<file path="src/rtl/gat_load_if.sv">
// Host write bus into the loader and registered BRAM write bus out of it.
interface gat_load_if #(
  parameter int TOP_WIDTH = 32,
  parameter int NUM_CH    = 4,
  parameter int WADDR_W   = 18
);
  logic [NUM_CH-1:0]    host_ena;
  logic [NUM_CH-1:0]    host_wea;
  logic [WADDR_W+1:0]   host_addr;
  logic [TOP_WIDTH-1:0] host_din;
  logic [NUM_CH-1:0]    bram_we;
  logic [WADDR_W-1:0]   bram_addr;
  logic [TOP_WIDTH-1:0] bram_din;

  modport master (
    output host_ena, host_wea, host_addr, host_din,
    input  bram_we, bram_addr, bram_din
  );

  modport slave (
    input  host_ena, host_wea, host_addr, host_din,
    output bram_we, bram_addr, bram_din
  );
endinterface

</file>
<file path="src/rtl/gat_load_ctrl.sv">
// Loads per-channel BRAMs from a host bus, then launches the GAT core and
// tracks its run until done.
module gat_load_ctrl #(
  parameter int TOP_WIDTH = 32,
  parameter int NUM_CH    = 4,
  parameter int WADDR_W   = 18,
  parameter int CNT_W     = 20
) (
  input  logic                    clk,
  input  logic                    rst,
  input  logic                    start,
  input  logic [NUM_CH*CNT_W-1:0] exp_cnt,
  input  logic                    core_done,
  output logic [NUM_CH-1:0]       load_done,
  output logic                    core_start,
  output logic                    gat_ready,
  output logic [2:0]              err,
  output logic [TOP_WIDTH-1:0]    dbg_cycles,
  gat_load_if.slave               bus
);

  typedef enum logic [2:0] {S_IDLE, S_LOAD, S_ARM, S_RUN, S_DONE} state_t;

  localparam logic [CNT_W-1:0] CNT_ONE = {{(CNT_W-1){1'b0}}, 1'b1};

  function automatic logic [TOP_WIDTH-1:0] sat_inc(input logic [TOP_WIDTH-1:0] v);
    return (&v) ? v : v + {{(TOP_WIDTH-1){1'b0}}, 1'b1};
  endfunction

  state_t                        state_q, state_d;
  logic [NUM_CH-1:0][CNT_W-1:0]  cnt_q, cnt_d;
  logic [NUM_CH-1:0]             load_done_q, load_done_d;
  logic [NUM_CH-1:0]             bram_we_q, bram_we_d;
  logic [WADDR_W-1:0]            bram_addr_q, bram_addr_d;
  logic [TOP_WIDTH-1:0]          bram_din_q, bram_din_d;
  logic                          core_start_q, core_start_d;
  logic                          gat_ready_q, gat_ready_d;
  logic [2:0]                    err_q, err_d;
  logic [TOP_WIDTH-1:0]          dbg_cycles_q, dbg_cycles_d;

  logic [NUM_CH-1:0] wr_vec, sel_oh, ch_full, cnt_hit, accept_oh;
  logic              collision, overrun, session_start;
  logic              unused_addr_lsb;

  // Byte-lane bits of the host address carry no meaning for word-wide BRAMs.
  assign unused_addr_lsb = ^bus.host_addr[1:0];

  // A channel counts as full as soon as its count hits the target, so a write
  // landing in the cycle before load_done rises is still caught as an overrun.
  always_comb begin
    wr_vec  = bus.host_ena & bus.host_wea;
    sel_oh  = wr_vec & (~wr_vec + {{(NUM_CH-1){1'b0}}, 1'b1});
    cnt_hit = '0;
    for (int i = 0; i < NUM_CH; i++) begin
      cnt_hit[i] = (cnt_q[i] == exp_cnt[i*CNT_W +: CNT_W]);
    end
    ch_full       = load_done_q | cnt_hit;
    accept_oh     = sel_oh & ~ch_full;
    collision     = |(wr_vec & ~sel_oh);
    overrun       = |(sel_oh & ch_full);
    session_start = start && (state_q == S_IDLE || state_q == S_DONE);
  end

  always_ff @(posedge clk) begin
    if (rst) begin
      state_q      <= S_IDLE;
      cnt_q        <= '0;
      load_done_q  <= '0;
      bram_we_q    <= '0;
      bram_addr_q  <= '0;
      bram_din_q   <= '0;
      core_start_q <= 1'b0;
      gat_ready_q  <= 1'b0;
      err_q        <= '0;
      dbg_cycles_q <= '0;
    end else begin
      state_q      <= state_d;
      cnt_q        <= cnt_d;
      load_done_q  <= load_done_d;
      bram_we_q    <= bram_we_d;
      bram_addr_q  <= bram_addr_d;
      bram_din_q   <= bram_din_d;
      core_start_q <= core_start_d;
      gat_ready_q  <= gat_ready_d;
      err_q        <= err_d;
      dbg_cycles_q <= dbg_cycles_d;
    end
  end

  always_comb begin
    state_d = state_q;
    case (state_q)
      S_IDLE:  if (start) state_d = S_LOAD;
      S_LOAD:  if (&load_done_q) state_d = S_ARM;
      S_ARM:   state_d = S_RUN;
      S_RUN:   if (core_done) state_d = S_DONE;
      S_DONE:  if (start) state_d = S_LOAD;
      default: state_d = S_IDLE;
    endcase
  end

  always_comb begin
    cnt_d        = cnt_q;
    load_done_d  = load_done_q;
    bram_we_d    = '0;
    bram_addr_d  = bram_addr_q;
    bram_din_d   = bram_din_q;
    core_start_d = 1'b0;
    gat_ready_d  = gat_ready_q;
    err_d        = err_q;
    dbg_cycles_d = dbg_cycles_q;
    if (session_start) begin
      cnt_d        = '0;
      load_done_d  = '0;
      gat_ready_d  = 1'b0;
      err_d        = '0;
      dbg_cycles_d = '0;
    end else if (state_q == S_LOAD) begin
      load_done_d = load_done_q | cnt_hit;
      if (|accept_oh) begin
        bram_we_d   = accept_oh;
        bram_addr_d = bus.host_addr[WADDR_W+1:2];
        bram_din_d  = bus.host_din;
      end
      for (int i = 0; i < NUM_CH; i++) begin
        if (accept_oh[i]) cnt_d[i] = cnt_q[i] + CNT_ONE;
      end
      err_d[0] = err_q[0] | overrun;
      err_d[1] = err_q[1] | collision;
    end else begin
      if (|wr_vec) err_d[2] = 1'b1;
      if (state_q == S_ARM) core_start_d = 1'b1;
      if (state_q == S_RUN) begin
        dbg_cycles_d = sat_inc(dbg_cycles_q);
        if (core_done) gat_ready_d = 1'b1;
      end
    end
  end

  assign bus.bram_we   = bram_we_q;
  assign bus.bram_addr = bram_addr_q;
  assign bus.bram_din  = bram_din_q;
  assign load_done     = load_done_q;
  assign core_start    = core_start_q;
  assign gat_ready     = gat_ready_q;
  assign err           = err_q;
  assign dbg_cycles    = dbg_cycles_q;

endmodule
</file>
<file path="src/flat_wrapper.sv">
// flat-port wrapper written by rule: the top's interface ports become plain ports
module gat_load_ctrl_flat 
#(
  parameter int TOP_WIDTH = 32,
  parameter int NUM_CH    = 4,
  parameter int WADDR_W   = 18,
  parameter int CNT_W     = 20
)
  (clk, rst, start, exp_cnt, core_done, load_done, core_start, gat_ready, err, dbg_cycles, bus_host_ena, bus_host_wea, bus_host_addr, bus_host_din, bus_bram_we, bus_bram_addr, bus_bram_din);
  gat_load_if #(.TOP_WIDTH(TOP_WIDTH), .NUM_CH(NUM_CH), .WADDR_W(WADDR_W)) bus_i ();
  input  logic clk;
  input  logic rst;
  input  logic start;
  input  logic [NUM_CH*CNT_W-1:0] exp_cnt;
  input  logic core_done;
  output logic [NUM_CH-1:0] load_done;
  output logic core_start;
  output logic gat_ready;
  output logic [2:0] err;
  output logic [TOP_WIDTH-1:0] dbg_cycles;
  input wire logic [$bits(bus_i.host_ena)-1:0] bus_host_ena;
  input wire logic [$bits(bus_i.host_wea)-1:0] bus_host_wea;
  input wire logic [$bits(bus_i.host_addr)-1:0] bus_host_addr;
  input wire logic [$bits(bus_i.host_din)-1:0] bus_host_din;
  output wire logic [$bits(bus_i.bram_we)-1:0] bus_bram_we;
  output wire logic [$bits(bus_i.bram_addr)-1:0] bus_bram_addr;
  output wire logic [$bits(bus_i.bram_din)-1:0] bus_bram_din;
  assign bus_i.host_ena = bus_host_ena;
  assign bus_i.host_wea = bus_host_wea;
  assign bus_i.host_addr = bus_host_addr;
  assign bus_i.host_din = bus_host_din;
  assign bus_bram_we = bus_i.bram_we;
  assign bus_bram_addr = bus_i.bram_addr;
  assign bus_bram_din = bus_i.bram_din;
  gat_load_ctrl #(.TOP_WIDTH(TOP_WIDTH), .NUM_CH(NUM_CH), .WADDR_W(WADDR_W), .CNT_W(CNT_W)) u_core (.clk(clk), .rst(rst), .start(start), .exp_cnt(exp_cnt), .core_done(core_done), .load_done(load_done), .core_start(core_start), .gat_ready(gat_ready), .err(err), .dbg_cycles(dbg_cycles), .bus(bus_i));
endmodule
</file>
<file path="config.mk">
export PLATFORM = sky130hd
export DESIGN_NAME = gat_load_ctrl_flat
export DESIGN_NICKNAME = d
export VERILOG_FILES = /design/src/rtl/gat_load_if.sv /design/src/rtl/gat_load_ctrl.sv /design/src/flat_wrapper.sv
export SDC_FILE = /design/constraint.sdc
export NUM_CORES = 1
export LEC_CHECK = 0
export BUFFER_PORTS_ARGS = -buffer_cell sky130_fd_sc_hd__buf_2
export CELL_PAD_IN_SITES_DETAIL_PLACEMENT = 0
export CELL_PAD_IN_SITES_GLOBAL_PLACEMENT = 2
export CORE_MARGIN = 5
export CORE_UTILIZATION = 31
export CTS_CLUSTER_SIZE = 28
export DETAILED_ROUTE_END_ITERATION = 12
export GPL_ROUTABILITY_DRIVEN = 0
export PLACE_DENSITY_LB_ADDON = 0.15
export SLEW_MARGIN = 40
export SYNTH_ARGS = -nofsm -noshare
export SYNTH_HDL_FRONTEND = slang
export SYNTH_SLANG_ARGS = --single-unit
</file>
<file path="constraint.sdc">
create_clock -name clk -period 3.2 [get_ports clk]
set_clock_uncertainty 0.05 [all_clocks]
set_input_delay 0.48 -clock clk [delete_from_list [all_inputs] [get_ports clk]]
set_output_delay 0.48 -clock clk [all_outputs]
set_load 0.01 [all_outputs]
</file>
; ---- After elaboration in Yosys (flattened, before gate mapping)
; Cells that the tools add are included.
[word_totals]
ff_bits = 178
latch_bits = 0
ram_bits = 0
romBits = 0
in_bits = 144
output_inout_bits = 95
elab_cells = 73
memories = 0
[op_classes]
add_sub_neg = 6
multipliers = 0
div = 0
order_cmp = 0
n_eq_ne = 11
shifts = 0
n_mux = 5
bitwise = 15
n_reduce_logical = 22
[op_table]
columns = cell, count
row1 = $add 20x1->20 const B, 4
row2 = $eq 20x20->1, 4
row3 = $add 32x1->32 const B, 1
row4 = $reduce_and 32->1, 1
row5 = $and 4x4->4, 5
row6 = $reduce_or 4->1, 5
row7 = $not 4->4, 3
row8 = $pmux 3 s4, 1
row9 = $reduce_and 3->1, 4
row10 = $reduce_and 2->1, 5
row11 = $mux 3, 3
row12 = $eq 3x2->1 const B, 2
row13 = $add 4x1->4 const B, 1
row14 = $ne 2x1->1 const B, 2
row15 = $not 1->1, 4
row16 = $or 4x4->4, 1
row17 = $reduce_and 4->1, 1
row18 = $reduce_or 2->1, 2
row19 = $eq 3x1->1 const B, 1
row20 = $eq 3x3->1 const B, 1
row21 = $logic_not 3->1, 1
row22 = $reduce_or 3->1, 1
row23 = $ne 2x2->1 const B, 1
row24 = $or 1x1->1, 2
row25 = other kinds (3), 3

; ---- Depth between registers and ports, before layout
; Gate-level depths: netlist of the first run.
[logic_depth]
ltp_word = 8
depth_mapped = 9
mapped_depth_nobuf = 7

; ---- Worst setup path before layout of the first run
; OpenSTA, ideal clock, no wires.
[synth_path]
path_type = input-to-reg
from = in exp_cnt[55]
to = reg u_core.bram_addr_q[0], in the netlist u_core.bus.bram_addr[0]
setup_ns = 0.072
arrival_time_ns = 2.256
required_time_ns = 3.078
slack_ns = 0.822
stages = 8
n_path_buf = 1
cell_sequence = xor2_1 -> nor4_1 -> nand3_1 -> o21a_1 -> a22o_1 -> a221oi_2 -> buf_4 -> mux2i_1
[synth_via]
elab_chain_len = 6
[synth_lines]
columns = item, line
row1 = from (decl), flat_wrapper.sv:14  ; input logic [NUM_CH*CNT_W-1:0] exp_cnt;
row2 = $eq 20x20->1, gat_load_ctrl.sv:55  ; cnt_hit[i] = (cnt_q[i] == exp_cnt[i*CNT_W +: CNT_W]);
row3 = $or 4x4->4, gat_load_ctrl.sv:57  ; ch_full = load_done_q | cnt_hit;
row4 = $not 4->4, gat_load_ctrl.sv:58  ; accept_oh = sel_oh & ~ch_full;
row5 = $and 4x4->4, gat_load_ctrl.sv:58
row6 = $reduce_or 4->1, gat_load_ctrl.sv:120  ; if (|accept_oh) begin
row7 = $reduce_and 3->1 (no line), --
row8 = to (signal assigned), gat_load_ctrl.sv:81  ; bram_addr_q <= bram_addr_d;
row9 = to (decl), gat_load_ctrl.sv:34  ; logic [WADDR_W-1:0] bram_addr_q, bram_addr_d;
; Every way passes these cells.
; A chain may end at the register's enable or synchronous reset.

; ---- Worst setup path in the final report of the first run
[layout_path]
from = reg u_core.state_q[2]
to = reg u_core.cnt_q[56] in the netlist's numbering
[layout_via]
elab_chain_len = 4
word_cells_on_any_way = 7
cone_classes = eq/ne: 2 / reduce/logical: 5
[layout_lines]
columns = item, line
row1 = from (decl), gat_load_ctrl.sv:30  ; state_t state_q, state_d;
row2 = from (signal assigned), gat_load_ctrl.sv:77  ; state_q <= state_d;
row3 = $eq 3x3->1 or $logic_not 3->1 (tied branches), gat_load_ctrl.sv:61  ; session_start = start && (state_q == S_IDLE || state_q == S_DONE);
row4 = $logic_or 1x1->1, gat_load_ctrl.sv:61
row5 = $logic_and 1x1->1, gat_load_ctrl.sv:61
row6 = $reduce_or 2->1 (no line), --
row7 = to (signal assigned), gat_load_ctrl.sv:78  ; cnt_q <= cnt_d;
row8 = to (decl), gat_load_ctrl.sv:31  ; logic [NUM_CH-1:0][CNT_W-1:0] cnt_q, cnt_d;
; Several ways; a longest one is shown, not always the timed one.

==> results.toml, run 1 <==
[run_status]
run_status = "finished clean"

[clock_network]
holdBufCountCts = 0
cts.path.max_buffers = 2
cts_htree_levels = 4
tritoncts.num_buffers = 17
cts.sinks = 178
path_clk_slew_ns = 0.07
cts_tree = "yes"
clock-root-buffer = "clkbuf_16"
clk_latency_ns = 0.43
cts_post_setup_buffers_inserted = 0
post_cts.resized_instances = 0

[critical_path]
critical_path.n_buffers_inverters = 2
timing.critical_path.mode_cell = "buf_4"
crit_cells = 9
critPathMaxStageDelay_ns = 0.36
crit_path_start_kind = "flip-flop"
rr_startpoint = "u_core.state_q[2]"
worst-r2r-cell-count = 9
critical-path-slowest-cell = "dfxtp_1"
cp_cell_sequence = "nor3b_1 > buf_4 > and3_1 > and2_1 > o2111ai_1 > buf_4 > nor2_2 > a21oi_1 > a31o_2"
worst-endpoint-arrival_ns = 2.89
critPathMaxFanout = 11
crit_family = "simple AND/OR/NAND/NOR gates"
critical_path_class = "flip-flop to flip-flop"
critical_path_required_ns = 3.48
timing.critical_path.from = "u_core.state_q[2]"
worstSetupEndpointType = "flip-flop"

[synthesis]
synth_top_cell_by_area = "dfxtp_1"
synthesis.yosys.warnings = 0
synth_top_cells_by_area = "dfxtp_1, xnor2_1, xor2_1"
synth.lib_cells_used.distinct = 49
async_reset_ff_share_pct = 0
mappedNetlistArea_um2 = 8820
synth-seq-cells = 178
top_flip_flop_cell_by_instance_count_after_synthesis = "dfxtp_1"
syn-num-nets = 1148
synth_enable_flop_cells = 0
yosysSeqAreaShare_pct = 40.4
postSynthCellCount = 999
syn_area_per_cell_um2 = 8.83
yosys.area.top_type_share_pct = 40.4

[die]
num_rows = 61
initial_core_util_pct = 31.6
floorplan.die_area_um2 = 31900
die_height_um = 179
core-area_um2 = 27900
x_dimension_of_the_die_um = 179
io_pins = 239

[timing]
slew_headroom_pct = 54.2
rsz0062_at_grt = "no"
final.min_clock_period_ns = 2.61
timing_worst_slew_pin_value_ns = 0.687
final.setup.tns_ns = 0
setup_viol = 0
finalCritPeriodShare_pct = 81.6
max_clock_freq_mhz = 383
hold_viol = 0
whs_ns = 0.243
final.setup.worst_slack_ns = 0.590
maxSlewViolCount = 0

[final_layout]
area_growth_pct = 26.2
final_core_utilization_pct = 39.9
num-nets-final = 1380
most_common_cell_after_layout_fill_and_taps_aside = "buf_2"
num-fill-cells = 2888
layout.cells.non_filler = 1623
layout-drive-gt1-share_pct = 24.0
highest_count_cells_in_the_layout_ignoring_fill_and_taps = "buf_2, dfxtp_1, nor2_1"

[global_routing]
grt_max_degree = 88
grt_overflow_total = 0
grt_first_pass_wirelength_um = 39300
number_of_global_route_vias_before_repair = 7349
globalRouteTotalUtil_pct = 15.6
grt_antenna_before_repair = 4

[power]
power_per_cell_area_nw_per_um2 = 457
power.leakage_uw = 0.00466
vdd_ir_drop_max_uv = 334

[placement]
port_buffers = 236
place_inst = 1590
preCtsSetupSlack_ns = 0.404
detailedPlacementHpwl_um = 18600

[route]
drt_first_pass_iters = 6
route.vias.total = 7405
postRouteAntennaNets = 0
dr.first_iter.drc_count = 300
routed_wire_length_per_instance_um = 15.5
viasPerCell = 4.56
drc = 0
drt_total_wl_um = 25100

[hold_path]
path_category_of_the_worst_min_delay_check = "primary input to flip-flop"
holdPathStages = 3
holdCritStartpoint = "bus_host_addr[19]"

[flow_run]
cap_violations = 0
[registers in the layout, summed over array words and instances, names as in the netlist]
register	cells
u_core.bus.bram_din	32
u_core.state_q	3
u_core.core_start	1
u_core.dbg_cycles	32
u_core.load_done	4
u_core.err	3
u_core.cnt_q	80
u_core.gat_ready	1
u_core.bus.bram_addr	18
u_core.bus.bram_we	4
[routing by layer]
metal | GRT usage [%] | vias up | wire length [µm]
li1 | - | 3866 | -
met1 | 20.0 | 3363 | 11300
met2 | 25.5 | 151 | 11900
met3 | 4.24 | 23 | 1510
met4 | 4.76 | 2 | 386
met5 | 0 | - | 7
[final cells by class]
| type | count | area (µm²) | share of cell area, % |
|---|---|---|---|
| diodes | 3 | 7.51 | 0.0674 |
| clock buffers | 19 | 443 | 3.98 |
| clock inverters | 11 | 156 | 1.40 |
| inverters | 11 | 41.3 | 0.371 |
| multi-input cells | 768 | 5090 | 45.7 |
| flip-flops and latches | 178 | 3560 | 32.0 |
| well taps | 378 | 473 | 4.25 |
| repair buffers | 255 | 1360 | 12.2 |
[tightest hold or removal path, cell delays in order]
cell	delay [ns]
buf_2	0.09
nand2b_1	0.05
mux2i_1	0.05
[metrics by stage]
step | instance area [µm²] | power, µW
finish | 11100 | 5090
global route | 11100 | 5330
CTS | 11100 | 5190
detailed placement | 10500 | 2970
global placement | 10500 | 2960
floorplan | 8820 | 2700
[worst paths after layout]
check	end	slack [ns]
max	u_core.cnt_q[56]	0.59
max reg2reg	u_core.cnt_q[56]	0.59
min	u_core.bus.bram_addr[17]	0.24
min reg2reg	u_core.gat_ready	0.42
[cell usage after synthesis, types with 3 or more instances]
cell type	number
nand2b_1	102
and2_1	17
nand2_1	66
inv_1	11
ha_1	5
and4_1	16
dfxtp_1	178
nor4_1	11
xnor2_1	86
o21ai_0	20
a21oi_1	22
and3_1	18
mux2i_1	57
xor2_1	80
nand3_1	43
nor2b_1	3
nor3_1	16
buf_4	5
a31o_2	3
a31oi_1	3
or3_1	13
nand4_1	43
clkbuf_1	34
nor2_1	116
[power by group]
group / total (µW) / leakage (µW) / switching, µW / internal [µW]
Combinational: 592 / 0.00294 / 318 / 274
Clock: 2190 / 0.000282 / 939 / 1250
Sequential: 2310 / 0.00144 / 30.8 / 2280
Total: 5090 / 0.00466 / 1290 / 3800
[logic make-up after synthesis]
| kind of cell | share of synthesized area [%] |
|---|---|
| adder cells (fa/ha/maj) | 0.823 |
| AND/OR/NAND/NOR | 28.2 |
| multiplexers | 6.47 |
| flip-flops | 40.4 |
| XOR/XNOR | 16.5 |
| buffers and inverters | 2.50 |
| AO/OA/AOI/OAI | 5.16 |
Power figures use the tool's default switching activity.
==> run 2: changes to the inputs <==
- clock period: 3.2 -> 2.75 ns (I/O delays scaled with it)
==> run 2 against run 1 <==
Effect of this change: maximum frequency up 4.7%; first-iteration DRC count decreased by 18%; worst hold slack worse by 0.056 ns; critical path depth is the same; routed wire length fell by 0.51%; cell count up 0.74%; largest power group unchanged.
==> results.toml, run 2 (same netlist as run 1, synthesis figures left out) <==
[global_routing]
grt_overflow_total = 0
grt_first_pass_wirelength_um = 38800
grt_max_degree = 82
number_of_global_route_vias_before_repair = 7340
globalRouteTotalUtil_pct = 15.2
grt_antenna_before_repair = 3

[clock_network]
post_cts.resized_instances = 0
cts_post_setup_buffers_inserted = 0
path_clk_slew_ns = 0.08
cts.path.max_buffers = 2
clk_latency_ns = 0.42
holdBufCountCts = 0
tritoncts.num_buffers = 17
cts_tree = "yes"
cts_htree_levels = 4
clock-root-buffer = "clkbuf_16"
cts.sinks = 178

[critical_path]
critPathMaxFanout = 18
worst-r2r-cell-count = 9
worstSetupEndpointType = "flip-flop"
critical_path_class = "flip-flop to flip-flop"
worst-endpoint-arrival_ns = 2.78
critical_path_required_ns = 3.04
crit_path_start_kind = "flip-flop"
worst_reg2reg_setup_slack_ns = 0.26
rr_startpoint = "u_core.cnt_q[44]"
reg_to_reg_endpoint = "u_core.bus.bram_din[24]"

[die]
io_pins = 239
floorplan.die_area_um2 = 31900
x_dimension_of_the_die_um = 179
die_height_um = 179
initial_core_util_pct = 31.6
num_rows = 61
core-area_um2 = 27900

[final_layout]
final_core_utilization_pct = 40.1
layout-drive-gt1-share_pct = 24.8
largest_register_ffs = 80
regMostFlops = "u_core.cnt_q"
num-nets-final = 1391
area_growth_pct = 27.0
num-fill-cells = 2966
most_common_cell_after_layout_fill_and_taps_aside = "buf_2"
highest_count_cells_in_the_layout_ignoring_fill_and_taps = "buf_2, dfxtp_1, nor2_1"

[timing]
final.setup.tns_ns = 0
finalCritPeriodShare_pct = 90.6
maxSlewViolCount = 0
final.min_clock_period_ns = 2.49
hold_viol = 0
slew_headroom_pct = 53.1
timing_worst_slew_pin_value_ns = 0.703
rsz0062_at_grt = "no"
setup_viol = 0
max_clock_freq_mhz = 401

[route]
drt_first_pass_iters = 4
route.vias.total = 7416
viasPerCell = 4.54
dr.first_iter.drc_count = 247
drc = 0
postRouteAntennaNets = 0
routed_wire_length_per_instance_um = 15.3
drt_total_wl_um = 25000

[hold_path]
holdPathStages = 3
path_category_of_the_worst_min_delay_check = "primary input to flip-flop"
whs_endpoint = "u_core.bus.bram_din[7]"
holdCritStartpoint = "bus_host_din[7]"

[run_status]
run_status = "finished clean"

[power]
power.leakage_uw = 0.00471
proportion_of_total_power_due_to_net_switching_pct = 26.7
vdd_ir_drop_max_uv = 346
power.clock.fraction_pct = 42.1
switching_power_total_uw = 1570
internal_power_uw = 4300
power_per_cell_area_nw_per_um2 = 524
power.share.sequential_pct = 45.8
pwr-share-comb_pct = 12.2

[flow_run]
cap_violations = 0

[placement]
port_buffers = 236
detailedPlacementHpwl_um = 18800
run 2: worst max-delay path by stage:
stage	cells after the start	endpoint	start	slack [ns]
detailed placement	10	u_core.bus.bram_din[22]	exp_cnt[44]	0.13
floorplan	8	u_core.bus.bram_addr[0]	exp_cnt[55]	0.44
global route	9	u_core.bus.bram_din[24]	u_core.cnt_q[44]	0.09
finish	9	u_core.bus.bram_din[24]	u_core.cnt_q[44]	0.26
CTS	9	u_core.bus.bram_addr[0]	u_core.cnt_q[44]	0.23
global placement	10	u_core.bus.bram_din[17]	exp_cnt[44]	0.15
run 2: stage by stage:
| stage | cells | setup slack [ns] | power [µW] | cell area (µm²) | hold WS [ns] |
|---|---|---|---|---|---|
| 5_1_grt | 1635 | 0.0934 | 6150 | 11200 | 0.170 |
| 2_1_floorplan | 999 | 0.440 | 3140 | 8820 | 0.409 |
| 3_3_place_gp | 1601 | 0.146 | 3480 | 10600 | 0.397 |
| 6_report | 1635 | 0.258 | 5870 | 11200 | 0.187 |
| 3_5_place_dp | 1601 | 0.125 | 3480 | 10600 | 0.404 |
| 4_1_cts | 1633 | 0.233 | 5990 | 11200 | 0.160 |
run 2: critical path: stages, from the launching register on:
cell and delay [ns]:
dfxtp_1 0.35, xor2_1 0.18, nor4_1 0.30, nand3_1 0.19
o21a_1 0.24, a22o_1 0.27, a221oi_4 0.27, buf_12 0.17
buf_12 0.17, mux2i_1 0.20
run 2: metal layers:
layer	share of wire (%)	track usage, %	vias to the layer above
met4	1.5	4.35	2
met3	5.4	3.65	23
li1	-	-	3888
met2	47	25.4	137
met1	46	19.7	3366
met5	0.028	0	-
run 2: power groups by stage:
stage	Sequential, µW	Clock, µW	Combinational (µW)
final	2690	2470	714
after global routing	2690	2670	790
after CTS	2690	2570	735
after detailed placement	2750	0	733
after global placement	2740	0	731
after floorplan	2780	0	361
run 2: final cells by class:
class / instances / area [µm²] / share of cell area [%]
clock buffers: 19 / 443 / 3.96
multi-input cells: 768 / 5070 / 45.3
inverters: 11 / 41.3 / 0.369
well taps: 378 / 473 / 4.22
flip-flops and latches: 178 / 3560 / 31.8
repair buffers: 266 / 1460 / 13.0
diodes: 2 / 5.00 / 0.0447
clock inverters: 13 / 141 / 1.26
